`src/rtl/loader_pkg.sv`:
```
// Shared types and constants for the UART frame loader.
package loader_pkg;

  typedef enum logic [1:0] {
    IDLE  = 2'd0,
    GET_R = 2'd1,
    GET_G = 2'd2,
    GET_B = 2'd3
  } loader_state_t;

  localparam logic [7:0] SYNC_BYTE_DEF = 8'hAA;
  localparam int unsigned ADDR_W = 18;
  localparam int unsigned PIX_W  = 24;

endpackage

```
`src/rtl/byte_timeout.sv`:
```
// Inter-byte watchdog: counts idle cycles while enabled and flags when the limit is hit.
module byte_timeout #(
  parameter int unsigned LIMIT = 1_000_000
) (
  input  logic clk,
  input  logic rst_n,
  input  logic clr,
  input  logic en,
  output logic expired
);

  localparam int unsigned CNT_W = (LIMIT > 1) ? $clog2(LIMIT) : 1;
  localparam logic [CNT_W-1:0] TC = CNT_W'(LIMIT - 1);

  logic [CNT_W-1:0] cnt;

  // A byte in the same cycle suppresses expiry, so the data always wins.
  assign expired = en && !clr && (cnt == TC);

  always_ff @(posedge clk or negedge rst_n) begin
    if (!rst_n) begin
      cnt <= '0;
    end else if (clr || !en || expired) begin
      cnt <= '0;
    end else begin
      cnt <= cnt + CNT_W'(1);
    end
  end

endmodule

```
`src/rtl/uart_frame_loader.sv`:
```
// Turns a sync-delimited UART byte stream into raster-order RGB pixel writes.
//   state | meaning
//   IDLE  | waiting for the sync byte, other bytes discarded
//   GET_R | waiting for the red byte of the current pixel
//   GET_G | waiting for the green byte
//   GET_B | waiting for the blue byte, then write the pixel
module uart_frame_loader
  import loader_pkg::*;
#(
  parameter int unsigned IMG_W       = 320,
  parameter int unsigned IMG_H       = 240,
  parameter logic [7:0]  SYNC_BYTE   = SYNC_BYTE_DEF,
  parameter int unsigned TIMEOUT_CYC = 1_000_000
) (
  input  logic              CLK100MHZ,
  input  logic              CPU_RESETN,
  input  logic              rx_ready,
  input  logic [7:0]        rx_data,
  output logic              wr_en,
  output logic [ADDR_W-1:0] wr_addr,
  output logic [PIX_W-1:0]  wr_data,
  output logic              busy,
  output logic              frame_done,
  output logic              err_timeout
);

  localparam logic [ADDR_W-1:0] LAST_ADDR = ADDR_W'(IMG_W * IMG_H - 1);

  if (IMG_W * IMG_H > (1 << ADDR_W)) begin : g_size_check
    $error("uart_frame_loader: IMG_W*IMG_H does not fit in the pixel address");
  end

  loader_state_t     state;
  logic [7:0]        r_q;
  logic [7:0]        g_q;
  logic [ADDR_W-1:0] addr_q;
  logic              expired;

  byte_timeout #(
    .LIMIT (TIMEOUT_CYC)
  ) u_byte_timeout (
    .clk     (CLK100MHZ),
    .rst_n   (CPU_RESETN),
    .clr     (rx_ready),
    .en      (state != IDLE),
    .expired (expired)
  );

  always_ff @(posedge CLK100MHZ or negedge CPU_RESETN) begin
    if (!CPU_RESETN) begin
      state       <= IDLE;
      r_q         <= '0;
      g_q         <= '0;
      addr_q      <= '0;
      wr_en       <= 1'b0;
      wr_addr     <= '0;
      wr_data     <= '0;
      busy        <= 1'b0;
      frame_done  <= 1'b0;
      err_timeout <= 1'b0;
    end else begin
      wr_en       <= 1'b0;
      frame_done  <= 1'b0;
      err_timeout <= 1'b0;
      if (state == IDLE) begin
        if (rx_ready && rx_data == SYNC_BYTE) begin
          state  <= GET_R;
          addr_q <= '0;
          busy   <= 1'b1;
        end
      end else if (rx_ready) begin
        // Inside a frame every byte is pixel data, including the sync value.
        case (state)
          GET_R: begin
            r_q   <= rx_data;
            state <= GET_G;
          end
          GET_G: begin
            g_q   <= rx_data;
            state <= GET_B;
          end
          default: begin
            wr_en   <= 1'b1;
            wr_addr <= addr_q;
            wr_data <= {r_q, g_q, rx_data};
            if (addr_q == LAST_ADDR) begin
              frame_done <= 1'b1;
              busy       <= 1'b0;
              addr_q     <= '0;
              state      <= IDLE;
            end else begin
              addr_q <= addr_q + ADDR_W'(1);
              state  <= GET_R;
            end
          end
        endcase
      end else if (expired) begin
        err_timeout <= 1'b1;
        busy        <= 1'b0;
        r_q         <= '0;
        g_q         <= '0;
        addr_q      <= '0;
        state       <= IDLE;
      end
    end
  end

endmodule

```
`config.mk`:
```
export PLATFORM = sky130hd
export DESIGN_NAME = uart_frame_loader
export DESIGN_NICKNAME = d
export VERILOG_FILES = /design/src/rtl/loader_pkg.sv /design/src/rtl/byte_timeout.sv /design/src/rtl/uart_frame_loader.sv
export SDC_FILE = /design/constraint.sdc
export NUM_CORES = 1
export LEC_CHECK = 0
export BUFFER_PORTS_ARGS = -buffer_cell sky130_fd_sc_hd__clkbuf_2
export CAP_MARGIN = 10
export CORE_ASPECT_RATIO = 1.25
export CORE_MARGIN = 2
export CORE_UTILIZATION = 30
export CTS_CLUSTER_SIZE = 12
export DETAILED_ROUTE_END_ITERATION = 8
export PLACE_DENSITY = 0.54
export SLEW_MARGIN = 5
export SYNTH_ARGS = -nofsm -noshare
export SYNTH_HDL_FRONTEND = slang
export SYNTH_SLANG_ARGS = --single-unit
```
`constraint.sdc`:
```
create_clock -name CLK100MHZ -period 2.8 [get_ports CLK100MHZ]
set_input_delay 0.14 -clock CLK100MHZ [delete_from_list [all_inputs] [get_ports CLK100MHZ]]
set_output_delay 0.14 -clock CLK100MHZ [all_outputs]
set_load 0.01 [all_outputs]
```
==> results of run 1 <==
[metal layers]
metal / wire, um / part of all wire / vias to the layer above
li1: - / - / 1536
met1: 4350 / 0.45 / 1617
met2: 4790 / 0.49 / 55
met3: 408 / 0.042 / 6
met4: 125 / 0.013 / 0
met5: 0 / 0 / -
[kinds of logic after synthesis]
group / Yosys count / synth area share
compound gates: 45 / 0.0598
xor+xnor: 18 / 0.0347
fa+ha+maj: 6 / 0.0165
buf+inv: 22 / 0.0187
flops: 102 / 0.562
mux: 59 / 0.146
simple gates: 133 / 0.162
[sequential cells by signal, summed over array words and instances, names as in the netlist]
signal              count
wr_data                24
u_byte_timeout.cnt     20
addr_q                 18
wr_addr                18
g_q                     8
r_q                     8
state                   2
busy                    1
err_timeout             1
frame_done              1
wr_en                   1
[where the power goes]
group          switching, mW  total [mW]  internal [mW]
Combinational          0.647        1.21          0.561
Clock                  0.613        1.26          0.642
Sequential             0.177        1.96           1.78
[synthesized netlist by cell type (4+ instances only)]
| cell | n | area share |
|---|---|---|
| nand3_1 | 16 | 0.018 |
| o31ai_1 | 10 | 0.017 |
| ha_1 | 6 | 0.017 |
| a21oi_1 | 18 | 0.020 |
| dfrtp_1 | 102 | 0.56 |
| nand4_1 | 16 | 0.022 |
| and3_1 | 6 | 0.0083 |
| xor2_1 | 11 | 0.021 |
| and2_1 | 8 | 0.011 |
| mux2_2 | 59 | 0.15 |
| clkbuf_1 | 14 | 0.012 |
| or3_1 | 6 | 0.0083 |
| nor4_1 | 4 | 0.0055 |
| xnor2_1 | 7 | 0.014 |
| nand2_1 | 14 | 0.012 |
| o21ai_0 | 11 | 0.012 |
| nor3_1 | 7 | 0.0077 |
| inv_1 | 6 | 0.0050 |
| or4_1 | 11 | 0.018 |
| nor2_1 | 32 | 0.026 |
[final cells by class]
type / instances / share of cell area
Clock buffer: 9 / 0.0414
Clock inverter: 7 / 0.0154
Inverter: 6 / 0.00414
Multi-Input combinational cell: 261 / 0.351
Sequential cell: 102 / 0.469
Tap cell: 182 / 0.0418
Timing Repair Buffer: 69 / 0.0772
[worst paths after layout]
path | startpoint | endpoint | slack (ns) | depth (start not counted)
max in group asynchronous | CPU_RESETN | u_byte_timeout.cnt[2]$_DFF_PN0_ | 1.75 | 3
setup / recovery | state[0]$_DFFE_PN0P_ | addr_q[7]$_DFFE_PN0P_ | 0.39 | 7
hold / removal | rx_data[2] | wr_data[2]$_DFFE_PN0P_ | 0.05 | 2
hold reg to reg | wr_addr[12]$_DFFE_PN0P_ | wr_addr[12]$_DFFE_PN0P_ | 0.48 | 2
min in group asynchronous | CPU_RESETN | wr_addr[2]$_DFFE_PN0P_ | 0.36 | 2
setup reg to reg | state[0]$_DFFE_PN0P_ | addr_q[7]$_DFFE_PN0P_ | 0.39 | 7
[critical path, cell delays in order, from the launching register on]
cell	delay [ns]
dfrtp_1	0.40
inv_1	0.11
ha_1	0.18
nand4b_1	0.19
o31a_1	0.43
or4b_1	0.55
or3_1	0.32
a21oi_1	0.14
[through the flow]
step | hold slack (ns) | instance area, sq um
floorplan | -0.156 | 4540
global placement | 0.219 | 5120
detailed placement | 0.218 | 5120
CTS | 0.0422 | 5440
global route | 0.0666 | 5440
finish | 0.0529 | 5440
[placed cells by master (no fill, tap or decap), types with 3 or more instances in the layout]
master,netlist,final
buf_12,0,3
o21ai_0,11,11
xnor2_1,7,7
nand3_1,16,16
or4_1,11,11
inv_8,0,3
clkbuf_16,0,9
and2_1,8,8
nor3_1,7,7
or3_1,6,6
nor4_1,4,4
xor2_1,11,11
and3_1,6,6
a21oi_1,18,18
nand2_1,14,13
ha_1,6,6
nand4_1,16,16
dfrtp_1,102,102
mux2_2,59,59
nor2_1,32,32
o31ai_1,10,10
buf_4,0,10
inv_1,6,6
clkbuf_2,0,55
[repair_timing]
item                      CTS  global route
hold buffers                1             0
hold endpoints to repair   49             0
setup buffers               0             0
==> results.md, run 1 <==
* Pwr Density at 812 nW/um^2
* Worst endpoint required time at 3.06 ns
* Max cap viols at 0
* CTS root buffer: clkbuf_16
* Worst skew pair latency at 0.35 ns
* Total clock sinks at between 100 and 150
* # setup viols final at 0
* Crit path setup slack, layout at between 0.3 and 0.4 ns
* DP Worst Slack at 0.435 ns
* Total track usage at 0.128
* Hold Crit Class: in2reg
* Ports at 57
* Tcrit/Tclk final at 0.862
* TritonCTS clock tree: done
* Routed vias/inst at 5.05
* Hold Vio Cnt, Final at 0
* Routed WL at 9670 um
* Ant. Diodes at 0
* EDFF count, synth at 0
* Area of the multi-input gates at ~1900 sq um
* Area Growth Syn to Fin at 19.9%
* Placed cells at 619
* TNS Setup at 0 ns
* CTS buffer count at 9
* GR Util met3 at 0.0290
* # port buffers at 56
* Global route overflow at 0
* Ratio of cells with drive above 1 in the final layout at 0.326
* Max FO, Critical Path at 7
* Synth warn at 0
* CTS max path bufs at 2
* Syn Area/Cell at 11.8 sq um
* Wire per inst at ~15 um
* Outcome: complete, no violations
* Reg area at 2550 sq um
* RePlAce Congestion at 0.808
* Slew margin rel. at 0.532
* Clock transition at path regs at 0.08 ns
* Synthesized cell area at 4540 sq um
* Register area share after synthesis at 0.562
* Met2 Use GR at 0.213
* Syn nets at 402
* Row Count at 50
* Cell Count, Final, Fillers Out at 636
* H-tree levels at 3
* Global-route wire length before repair at 16500 um
* Critical path class: reg2reg
* Fillers at roughly 1500
* Critical Path End Type: register
* Vias at approximately 3200
* Die Ht at 142 um
* Clock Skew at 0.00890 ns
* Initial core utilization at 0.305
* Mapped Cells at 385
* GRT busiest layer: met2
* Fmax achieved at 414 MHz
* Initial antenna violation count at 0
* Die width at 114 um
* Top FF cell, synth: dfrtp_1
* Met1 Use GR at 0.166
* Largest net degree at the start of global routing at 54
* Minimum clock period at 2.41 ns
* Leak at between 2 and 2.5 nW
* FF+latch count, synth at 102
* Layout Utilization at 0.366
* Power Total at 4.42 mW
* Worst-Margin Slew at about 0.70 ns
* Maximum vdd drop at 411 uV
* Vias in the first global route at about 3300
* Core ar. at 14900 sq um
* RSZ-0062 raised after global routing: false
* Initial drt markers at 124
* Layout Nets at 466
* Placed wire-length estimate at 6890 um
* Routed Antenna Nets at 0
* Slew Viols, Final at 0
* DRC viols at 0
* Worst setup SP type: register
* Drt first pass iters at 4
* CP arrival at 2.68 ns
* PostCTS Resize Cnt at 0
* Asr flop ratio synth at 1.00
* Library cells used by synthesis at 36
* DIE AREA at 16100 sq um
Power figures use the tool's default switching activity.
==> run 2, diff against run 1 <==
--- a/config.mk
+++ b/config.mk
@@ -8,11 +8,11 @@
 export BUFFER_PORTS_ARGS = -buffer_cell sky130_fd_sc_hd__clkbuf_2
 export CAP_MARGIN = 10
 export CORE_ASPECT_RATIO = 1.25
-export CORE_MARGIN = 2
-export CORE_UTILIZATION = 30
+export CORE_MARGIN = 1.5
+export CORE_UTILIZATION = 50
 export CTS_CLUSTER_SIZE = 12
 export DETAILED_ROUTE_END_ITERATION = 8
-export PLACE_DENSITY = 0.54
+export PLACE_DENSITY = 0.77
 export SLEW_MARGIN = 5
 export SYNTH_ARGS = -nofsm -noshare
 export SYNTH_HDL_FRONTEND = slang
==> run 2 against run 1 <==
Compared with the run above: worst setup slack worse by 0.027 ns; worst hold slack worse by 0.026 ns; critical path depth is 1 lower; via count is 0.59% higher; count of clock-buffer cells in the layout is 2 higher; fmax is 1.1% lower.
==> results.md, run 2 (synthesized netlist as in run 1, its figures left out) <==
* Outcome: complete, no violations
* Buffers inserted by post-CTS timing repair at 0 (unchanged)
* Clock Skew at 0.00849 ns (-0.000414 ns)
* Worst-Margin Slew at 0.648 ns (-0.0475 ns)
* Net switching power at 1.30 mW (-9.5%)
* Pwr Density at 791 nW/um^2 (-2.5%)
* CP arrival at 2.67 ns (about the same)
* Largest net degree at the start of global routing at 53 (-1.9%)
* RSZ-0062 raised after global routing: false
* CTS max path bufs at 2 (unchanged)
* RePlAce Congestion at 0.816 (+1.1%)
* Slew margin rel. at 0.568 (+0.0353)
* Max reg flops at 24 (unchanged)
* Hold-fix buffers, CTS at 1 (unchanged)
* Ratio of cells with drive above 1 in the final layout at 0.324 (-0.00220)
* Area of the multi-input gates at 1910 sq um (unchanged)
* Vias in the first global route at 3217 (-1.2%)
* DP Worst Slack at 0.460 ns (+0.0247 ns)
* Total track usage at 0.205 (+0.0765)
* Minimum clock period at 2.44 ns (+0.0266 ns)
* Clock power share at 0.246 (-0.038)
* Area Growth Syn to Fin at 15.8%
* Worst skew pair latency at 0.37 ns (+0.02 ns)
* Core ar. at 8750 sq um (-41%)
* Row Count at 38 (-24%)
* DRC viols at 0 (unchanged)
* Combinational Power Share at 0.285 (+0.012)
* Initial antenna violation count at 0 (unchanged)
* Global route overflow at 0 (unchanged)
* Power Total at 4.16 mW (-5.9%)
* H-tree levels at 3 (unchanged)
* Hold path cells at 2 (unchanged)
* TNS Setup at 0 ns (unchanged)
* # port buffers at 56 (unchanged)
* Commonest non-fill, non-tap cells in the layout: dfrtp_1, mux2_2, clkbuf_2
* Die width at 88.2 um (-23%)
* Ports at 57 (unchanged)
* Reg area at 2550 sq um (unchanged)
* Tcrit/Tclk final at 0.872 (+0.00949)
* Pint at 2.86 mW (-4.2%)
* Flop2flop setup slack at 0.36 ns (-0.03 ns)
* Routed Antenna Nets at 0 (unchanged)
* Hold Crit Class: in2reg
* Wire per inst at 15.7 um (+3.1%)
* Vias at 3233 (+0.59%)
* Reg2Reg Capture Point: busy$_DFFE_PN0P_
* Crit path max-delay family: simple AND/OR/NAND/NOR gates
* Maximum vdd drop at 602 uV (+46%)
* Hold EP: wr_data[6]$_DFFE_PN0P_
* Worst setup SP type: register
* Hold_sp: rx_data[6]
* Initial core utilization at 0.519 (+0.214)
* Die Ht at 110 um (-23%)
* TritonCTS clock tree: done
* # setup viols final at 0 (unchanged)
* Total clock sinks at 102 (unchanged)
* Sw frac at 0.313 (-0.0124)
* Critical Path End Type: register
* Most common cell after layout, fill and taps aside: dfrtp_1
* Reg2Reg Depth at 6 (-1)
* Slew Viols, Final at 0 (unchanged)
* Drt first pass iters at 4 (unchanged)
* Hold Vio Cnt, Final at 0 (unchanged)
* Ant. Diodes at 0 (unchanged)
* Initial drt markers at 198 (+60%)
* Top reg by flops: wr_data
* Max cap viols at 0 (unchanged)
* CTS root buffer: clkbuf_8
* R2R Path Start: addr_q[0]$_DFFE_PN0P_
* Buf/Inv on CP at 0 (-1)
* Layout Utilization at 0.601 (+0.235)
* CTS buffer count at 9 (unchanged)
* Global-route wire length before repair at 15100 um (-8.5%)
* Routed vias/inst at 5.63 (+11%)
* Routed WL at 9000 um (-7.0%)
* Registers with the most flip-flops: wr_data x24, u_byte_timeout.cnt x20
* Crit path setup slack, layout at 0.358 ns (-0.0266 ns)
* Fillers at 753 (-49%)
* Worst endpoint required time at 3.03 ns (-0.03 ns)
* CP Cell Sequence: ha_1 -> nand4_1 -> or2_2 -> nor3_1 -> o211a_1 -> o32ai_1
* Critical path class: reg2reg
* Max FO, Critical Path at 17 (+10)
* DIE AREA at 9660 sq um (-40%)
* Placed wire-length estimate at 6140 um (-11%)
* Max incr delay on CP at 0.55 ns (about the same)
* Layout Nets at 466 (unchanged)
* Seq pwr share at 0.469 (+0.026)
* Clock transition at path regs at 0.09 ns (about the same)
* PostCTS Resize Cnt at 0 (unchanged)
* Slowest CP cell: o211a_1
* Leak at 2.44 nW (-2.0%)
* Fmax achieved at 410 MHz (-1.1%)
-- run 2: metal layers --
metal	vias up	GRT usage	wire length [um]	share of wire
met3	14	0.0488	469	0.052
met1	1618	0.262	3910	0.43
met4	0	0.0982	195	0.022
met2	77	0.328	4420	0.49
li1	1524	-	-	-
met5	-	0	0	0
-- run 2: through the flow --
step / std cells / hold WS (ns) / instance area, sq um
global route: 574 / 0.0185 / 5260
floorplan: 385 / -0.156 / 4540
CTS: 574 / 0.00870 / 5260
detailed placement: 557 / 0.219 / 5020
global placement: 557 / 0.207 / 5020
finish: 574 / 0.0269 / 5260
-- run 2: final cells by class --
class | instances | share of cell area
multi-input combinational | 261 | 0.364
tap | 120 | 0.0286
sequential | 102 | 0.486
timing repair buffer | 69 | 0.0752
inverter | 6 | 0.00429
clock inverter | 5 | 0.0157
clock buffer | 11 | 0.0269
-- run 2: worst max path at each step --
stage / start / endpoint / depth (start not counted)
3_5_place_dp: state[0]$_DFFE_PN0P_ / addr_q[0]$_DFFE_PN0P_ / 7
2_1_floorplan: state[0]$_DFFE_PN0P_ / addr_q[7]$_DFFE_PN0P_ / 8
5_1_grt: u_byte_timeout.cnt[11]$_DFF_PN0_ / addr_q[3]$_DFFE_PN0P_ / 6
3_3_place_gp: state[0]$_DFFE_PN0P_ / addr_q[12]$_DFFE_PN0P_ / 8
4_1_cts: state[1]$_DFFE_PN0P_ / addr_q[0]$_DFFE_PN0P_ / 7
6_report: addr_q[0]$_DFFE_PN0P_ / busy$_DFFE_PN0P_ / 6
-- run 2: power groups by stage --
stage,sequential (mW),clock [mW],combinational (mW)
after floorplan,2.03,0,0.680
after global placement,1.96,0,1.16
after detailed placement,1.98,0,1.19
after CTS,1.95,1.05,1.20
after global routing,1.99,1.11,1.29
final,1.95,1.02,1.19
